$ cat src/rtl/werewolf_pkg.sv
// Shared definitions for the werewolf game logic.
//   - role codes as stored in the packed role vectors
//   - dealing FSM state type
//   - default LFSR feedback mask and reset seed
package werewolf_pkg;

  localparam logic [1:0] ROLE_VILLAGER = 2'b00;
  localparam logic [1:0] ROLE_WOLF     = 2'b01;
  localparam logic [1:0] ROLE_DOCTOR   = 2'b10;

  localparam logic [15:0] LFSR_TAPS_16    = 16'hB400;
  localparam logic [15:0] SEED_DEFAULT_16 = 16'hACE1;

  typedef enum logic [2:0] {
    ST_IDLE,
    ST_CLEAR,
    ST_PICK_W,
    ST_PICK_D,
    ST_COMMIT
  } deal_state_t;

endpackage

$ cat src/rtl/galois_lfsr16.sv
// 16-bit Galois LFSR with seed load, entropy injection and zero recovery.
// Ports:
//   clock      in   rising-edge clock
//   reset_n    in   asynchronous active-low reset, q returns to SEED
//   load       in   load load_value this cycle instead of stepping
//   load_value in   16-bit seed; zero is replaced by SEED
//   entropy    in   XORed into the feedback bit every step
//   q          out  current LFSR state
module galois_lfsr16
  import werewolf_pkg::*;
#(
  parameter logic [15:0] TAPS = LFSR_TAPS_16,
  parameter logic [15:0] SEED = SEED_DEFAULT_16
) (
  input  logic        clock,
  input  logic        reset_n,
  input  logic        load,
  input  logic [15:0] load_value,
  input  logic        entropy,
  output logic [15:0] q
);

  logic        fb;
  logic [15:0] stepped;
  logic [15:0] q_next;

  always_comb begin
    fb      = q[0] ^ entropy;
    stepped = q >> 1;
    if (fb) begin
      stepped = stepped ^ TAPS;
    end

    // Load wins over everything; a zero state (reachable only through
    // entropy) is replaced by the default seed instead of being stepped.
    if (load) begin
      q_next = (load_value == '0) ? SEED : load_value;
    end else if (q == '0) begin
      q_next = SEED;
    end else begin
      q_next = stepped;
    end
  end

  always_ff @(posedge clock or negedge reset_n) begin
    if (!reset_n) begin
      q <= SEED;
    end else begin
      q <= q_next;
    end
  end

endmodule

$ cat src/rtl/role_dealer.sv
// Deals a random role assignment to N_PLAYERS players.
// A start pulse in IDLE clears a work vector, then wolves and doctors are
// placed one per accepted LFSR candidate; rejected candidates (out of range
// or slot already taken) are retried on the next cycle. The finished vector
// is copied to roles/masks in one go, so outputs are stable during a deal.
// Ports:
//   clock, reset_n        clock and asynchronous active-low reset
//   seed_load, seed_in    reseed the LFSR (zero maps to SEED_DEFAULT)
//   entropy               noise bit mixed into the LFSR feedback
//   start                 request a new deal (honoured only in IDLE)
//   busy                  deal in progress
//   done                  one-cycle pulse, coincident with roles update
//   roles                 2 bits per player, player 0 in the top bits
//   wolf_mask, doctor_mask  per-player role flags, bit i = player i
//   lfsr_q                current LFSR state
module role_dealer
  import werewolf_pkg::*;
#(
  parameter int unsigned N_PLAYERS    = 5,
  parameter int unsigned N_WOLVES     = 1,
  parameter int unsigned N_DOCTORS    = 1,
  parameter logic [15:0] LFSR_TAPS    = LFSR_TAPS_16,
  parameter logic [15:0] SEED_DEFAULT = SEED_DEFAULT_16
) (
  input  logic                     clock,
  input  logic                     reset_n,
  input  logic                     seed_load,
  input  logic [15:0]              seed_in,
  input  logic                     entropy,
  input  logic                     start,
  output logic                     busy,
  output logic                     done,
  output logic [2*N_PLAYERS-1:0]   roles,
  output logic [N_PLAYERS-1:0]     wolf_mask,
  output logic [N_PLAYERS-1:0]     doctor_mask,
  output logic [15:0]              lfsr_q
);

  localparam int unsigned IDX_W = (N_PLAYERS > 1) ? $clog2(N_PLAYERS) : 1;
  localparam int unsigned CNT_W = 5;

  if (N_PLAYERS < 2 || N_PLAYERS > 16 || N_WOLVES < 1 ||
      N_WOLVES + N_DOCTORS > N_PLAYERS) begin : g_bad_params
    $error("role_dealer: illegal N_PLAYERS/N_WOLVES/N_DOCTORS combination");
  end

  galois_lfsr16 #(
    .TAPS (LFSR_TAPS),
    .SEED (SEED_DEFAULT)
  ) u_lfsr (
    .clock      (clock),
    .reset_n    (reset_n),
    .load       (seed_load),
    .load_value (seed_in),
    .entropy    (entropy),
    .q          (lfsr_q)
  );

  deal_state_t            state, state_next;
  logic [2*N_PLAYERS-1:0] work, work_next;
  logic [2*N_PLAYERS-1:0] roles_next;
  logic [N_PLAYERS-1:0]   wolf_next, doctor_next;
  logic [CNT_W-1:0]       cnt, cnt_next;
  logic                   done_next;
  logic [IDX_W-1:0]       cand;
  logic                   cand_free;
  logic                   accept;
  logic [1:0]             pick_code;

  assign cand = lfsr_q[IDX_W-1:0];
  assign busy = (state != ST_IDLE);

  // A candidate outside 0..N_PLAYERS-1 matches no slot, so the range
  // check falls out of the slot search.
  always_comb begin
    cand_free = 1'b0;
    for (int unsigned i = 0; i < N_PLAYERS; i++) begin
      if (cand == IDX_W'(i) && work[2*(N_PLAYERS-1-i) +: 2] == ROLE_VILLAGER) begin
        cand_free = 1'b1;
      end
    end
  end

  always_comb begin
    state_next  = state;
    work_next   = work;
    cnt_next    = cnt;
    roles_next  = roles;
    wolf_next   = wolf_mask;
    doctor_next = doctor_mask;
    done_next   = 1'b0;
    accept      = 1'b0;
    pick_code   = ROLE_VILLAGER;

    case (state)
      ST_IDLE: begin
        if (start) begin
          state_next = ST_CLEAR;
        end
      end
      ST_CLEAR: begin
        work_next  = '0;
        cnt_next   = '0;
        state_next = ST_PICK_W;
      end
      ST_PICK_W: begin
        if (cand_free) begin
          accept    = 1'b1;
          pick_code = ROLE_WOLF;
          cnt_next  = cnt + 1'b1;
          if (cnt == CNT_W'(N_WOLVES - 1)) begin
            cnt_next   = '0;
            state_next = (N_DOCTORS > 0) ? ST_PICK_D : ST_COMMIT;
          end
        end
      end
      ST_PICK_D: begin
        if (cand_free) begin
          accept    = 1'b1;
          pick_code = ROLE_DOCTOR;
          cnt_next  = cnt + 1'b1;
          if (cnt == CNT_W'(N_DOCTORS - 1)) begin
            cnt_next   = '0;
            state_next = ST_COMMIT;
          end
        end
      end
      ST_COMMIT: begin
        roles_next = work;
        for (int unsigned i = 0; i < N_PLAYERS; i++) begin
          wolf_next[i]   = (work[2*(N_PLAYERS-1-i) +: 2] == ROLE_WOLF);
          doctor_next[i] = (work[2*(N_PLAYERS-1-i) +: 2] == ROLE_DOCTOR);
        end
        done_next  = 1'b1;
        state_next = ST_IDLE;
      end
      default: begin
        state_next = ST_IDLE;
      end
    endcase

    if (accept) begin
      for (int unsigned i = 0; i < N_PLAYERS; i++) begin
        if (cand == IDX_W'(i)) begin
          work_next[2*(N_PLAYERS-1-i) +: 2] = pick_code;
        end
      end
    end
  end

  always_ff @(posedge clock or negedge reset_n) begin
    if (!reset_n) begin
      state       <= ST_IDLE;
      work        <= '0;
      cnt         <= '0;
      roles       <= '0;
      wolf_mask   <= '0;
      doctor_mask <= '0;
      done        <= 1'b0;
    end else begin
      state       <= state_next;
      work        <= work_next;
      cnt         <= cnt_next;
      roles       <= roles_next;
      wolf_mask   <= wolf_next;
      doctor_mask <= doctor_next;
      done        <= done_next;
    end
  end

endmodule

$ cat config.mk
export PLATFORM = sky130hd
export DESIGN_NAME = role_dealer
export DESIGN_NICKNAME = d
export VERILOG_FILES = /design/src/rtl/werewolf_pkg.sv /design/src/rtl/galois_lfsr16.sv /design/src/rtl/role_dealer.sv
export SDC_FILE = /design/constraint.sdc
export NUM_CORES = 1
export LEC_CHECK = 0
export ABC_AREA = 1
export CORE_MARGIN = 4
export CORE_UTILIZATION = 45
export CTS_CLUSTER_DIAMETER = 100
export DETAILED_ROUTE_END_ITERATION = 16
export GPL_TIMING_DRIVEN = 1
export PLACE_DENSITY = 0.73
export SKIP_LAST_GASP = 1
export SYNTH_ARGS = -nofsm -noshare
export SYNTH_HDL_FRONTEND = slang
export SYNTH_HIERARCHICAL = 1
export SYNTH_SLANG_ARGS = --single-unit
$ cat constraint.sdc
create_clock -name clock -period 2.43 [get_ports clock]
set_input_delay 0.243 -clock clock [delete_from_list [all_inputs] [get_ports clock]]
set_output_delay 0.243 -clock clock [all_outputs]
set_load 0.02 [all_outputs]
==> summary.txt <==
RUN STATUS
-----------------------------------------------------------------------------------------------------------------
Outcome                                                                                                 completed

STA
-----------------------------------------------------------------------------------------------------------------
Setup violators final                                                                                           0
Worst slew margin                                                                                           0.548
Aggregate negative setup slack                                                                               0 ns
Clk_skew                                                                                               0.00588 ns
Final hold slack                                                                                        0.0533 ns
Number of slew-limit violations in the final report                                                             0
Number of hold violations in the final report                                                                   0
Unrepaired setup endpoints after global routing                                                                no
Period minus WS final                                                                                     1.79 ns
Worst Setup Slack, final                                                                                 0.637 ns
Final clock period utilization by the worst path                                                            0.738
Fmax                                                                                                      558 MHz
Slew @ Worst Pin                                                                                         0.678 ns

CRITICAL PATH
-----------------------------------------------------------------------------------------------------------------
Slowest cell on the critical path                                                                    sky130_fd_sc_hd__clkdlybuf4s50_1
Start-to-end type of the worst setup path                                                                 reg2out
Signal arrival time at the worst endpoint                                                                 1.55 ns
Sort of element at the start of the critical path                                                        register
Top cell family by delay on the critical path                                                        buffers and inverters
Buf+Inv Stages, Crit Path                                                                                       1
Cells along the critical path                                                                        clkdlybuf4s50_1
Critical Path End Type                                                                               primary output
Crit Path Max Fanout                                                                                            8
Crit. path cell count                                                                                           1
Number of cells traversed by the worst register-to-register path                                                7
Required time worst endpoint                                                                              2.19 ns
Crit path largest cell delay                                                                              0.63 ns

SYNTH
-----------------------------------------------------------------------------------------------------------------
Post-synthesis area per instance                                                                         7.58 um2
Fraction of synthesized cell area taken by the top area cell type                                           0.437
Simple-gate area share of the yosys netlist                                                                 0.298
Multiplexer share of the synthesized area                                                                       0
Yosys warnings                                                                                                  6
Share of the synthesized netlist area taken by xor and xnor gates                                         0.00651
Post-Synthesis Net Count                                                                                      378
Most area-consuming cells after synthesis                                                            sky130_fd_sc_hd__dfrtp_1 44%, sky130_fd_sc_hd__nand2_1 18%, sky130_fd_sc_hd__dfstp_2 7.8%
Arithmetic-cell share of the synthesized area counting full adders, half adders and majority gates        0.00930
Post-Synthesis Cell Area                                                                              0.00269 mm2
Dominant combinational cell family by area after synthesis                                           simple AND/OR/NAND/NOR gates
Cell type contributing the most total cell area after synthesis                                      sky130_fd_sc_hd__dfrtp_1
Yosys reg bits                                                                                                 55
Synthesized instance count                                                                                    355
Distinct cells, synth                                                                                          26
Post-synthesis compound-gate area fraction                                                                 0.0735
Proportion of synthesized chip area in sequential cells                                                     0.515

DIE
-----------------------------------------------------------------------------------------------------------------
Top-level port count                                                                                           59
Core region area                                                                                      0.00564 mm2
Die height                                                                                                85.3 um
Width of the chip                                                                                         85.3 um
# rows                                                                                                         27
Initial Utilization                                                                                         0.477
Total Die Area                                                                                        0.00728 mm2

FINISH
-----------------------------------------------------------------------------------------------------------------
Area delta synth->final                                                                                     27.3%
Count of nets after finishing                                                                                 439
Fraction of final layout cells with drive strength greater than 1                                          0.0719
Count of inserted antenna diode cells                                                                           0
Core occupancy in the finished layout                                                                       0.607

ROUTE
-----------------------------------------------------------------------------------------------------------------
Routed WL per cell                                                                                        11.5 um
Number of vias per cell                                                                                      4.78
DRC                                                                                                             0
Number of vias in the routed layout                                                                          2338
Number of detailed-route iterations in the first pass                                                           4
DRT antenna net count                                                                                           0
Total wire length after detailed routing                                                                  5.61 mm
DRC violation total after the first TritonRoute iteration                                                      78

RUN
-----------------------------------------------------------------------------------------------------------------
Total of max-cap violations                                                                                     0

PWR
-----------------------------------------------------------------------------------------------------------------
Clock network power share                                                                                   0.165
Share of total power consumed by net switching                                                              0.386
Leakage                                                                                                0.00174 uW
Net switching component of the power                                                                      1190 uW
Logic pwr share                                                                                             0.400
Sequential cell fraction of total power                                                                     0.435
Internal power of the cells                                                                               1900 uW
Power density over the cells                                                                           903 mW/mm2
Peak ir drop on the vdd network                                                                          0.519 mV

GRT
-----------------------------------------------------------------------------------------------------------------
Overall global routing resource usage                                                                       0.162
Number of antenna violations at the first check in global routing                                               0
Gr ovfl total                                                                                                   0
Number of global-route vias before repair                                                                    2208
Wire length of the first global-routing pass                                                              9.60 mm
Pin count of the biggest net entering global routing                                                           56

CLOCKING
-----------------------------------------------------------------------------------------------------------------
Buffer cell driving the clock tree root                                                              sky130_fd_sc_hd__clkbuf_8
Post CTS Setup Buffer Count                                                                                     0
H-tree levels                                                                                                   2
Later-pin clock latency in the skew report                                                                0.30 ns
Post-CTS Hold Fix Bufs                                                                                          0
Clock buffers created by TritonCTS                                                                              5
CTS Buffer Depth                                                                                                2
Clock tree from TritonCTS                                                                                    done
Post-cts repair resize count                                                                                    0
Sinks on Clock Net                                                                                             55
Register clock-pin slew on the reported worst setup and hold paths                                        0.10 ns

PLACED DESIGN
-----------------------------------------------------------------------------------------------------------------
Post-Place Worst Slack                                                                                   0.879 ns
Post-detailed-placement half-perimeter wirelength                                                         4.17 mm
Number of buffers inserted by port buffering                                                                   58
Final RePlAce weighted congestion                                                                           0.824

WORST HOLD PATH
-----------------------------------------------------------------------------------------------------------------
Min-Delay Path Class                                                                                     in2async

-- final cells by class --
cell class | count | area [um2]
clock buffers | 5 | 68.8
inverters | 57 | 214
fillers | 529 | 2220
flip-flops and latches | 55 | 1390
multi-input cells | 236 | 1050
repair buffers | 61 | 598
well taps | 72 | 90.1
clock inverters | 3 | 22.5
-- layout by cell type, fill, tap and decap left out, types with 3 or more instances in the layout --
cell and instances:
sky130_fd_sc_hd__dfrtp_1 47, sky130_fd_sc_hd__nand2_2 4, sky130_fd_sc_hd__clkdlybuf4s50_1 57, sky130_fd_sc_hd__clkbuf_8 5, sky130_fd_sc_hd__dfstp_2 8, sky130_fd_sc_hd__nand2_1 131, sky130_fd_sc_hd__inv_1 56, sky130_fd_sc_hd__nor2_1 37
sky130_fd_sc_hd__o21ai_0 19, sky130_fd_sc_hd__nand3_1 19, sky130_fd_sc_hd__o22ai_1 10, sky130_fd_sc_hd__buf_4 3
-- metrics by stage --
step                      area [um2]  cells  total power, uW
after floorplan                 2690    355             2080
after global placement          3330    481             2580
after detailed placement        3330    481             2620
after CTS                       3430    489             3130
after global routing            3430    489             3320
final                           3430    489             3090
-- power by group through the flow --
stage               Clock (uW)  Sequential [uW]  Combinational [uW]
CTS                        527             1350                1260
detailed placement           0             1370                1250
finish                     510             1350                1240
global placement             0             1350                1230
global route               566             1390                1370
floorplan                    0             1510                 570
-- cells in the mapped netlist (all sizes together) --
master	n
and2	1
buf	4
clkbuf	3
dfrtp	47
dfstp	8
ha	2
inv	57
nand2	135
nand3	19
nand3b	2
nand4	1
nor2	39
nor3	2
o211ai	1
o21ai	21
o21bai	1
o22ai	10
xor2	2
-- logic make-up after synthesis --
family,count (synthesis)
AO/OA/AOI/OAI,33
XOR/XNOR,2
adder cells (fa/ha/maj),2
buffers and inverters,64
flip-flops,55
AND/OR/NAND/NOR,199
-- state kept, by name, summed over array words and instances, names as in the netlist --
register and count:
done 1, roles 10, doctor_mask 5, cnt 5, u_lfsr/q 16, work 10, state 3, wolf_mask 5
-- final timing paths --
check,from,end,slack (ns)
min,reset_n,roles[3],0.05
min reg2reg,u_lfsr/q[10],u_lfsr/q[9],0.51
max,u_lfsr/q[0],lfsr_q[0],0.64
min in group clock,seed_in[9],u_lfsr/q[9],0.49
max in group asynchronous,reset_n,cnt[3],1.93
max reg2reg,u_lfsr/q[0],work[3],0.88
-- metal layers --
metal | GRT usage | wire, um | vias up
li1 | - | - | 1211
met1 | 0.201 | 2570 | 1065
met2 | 0.273 | 2660 | 60
met3 | 0.0417 | 338 | 2
met4 | 0.0561 | 36 | 0
met5 | 0 | 0 | -
No activity file was read; power rests on OpenSTA's default activity.
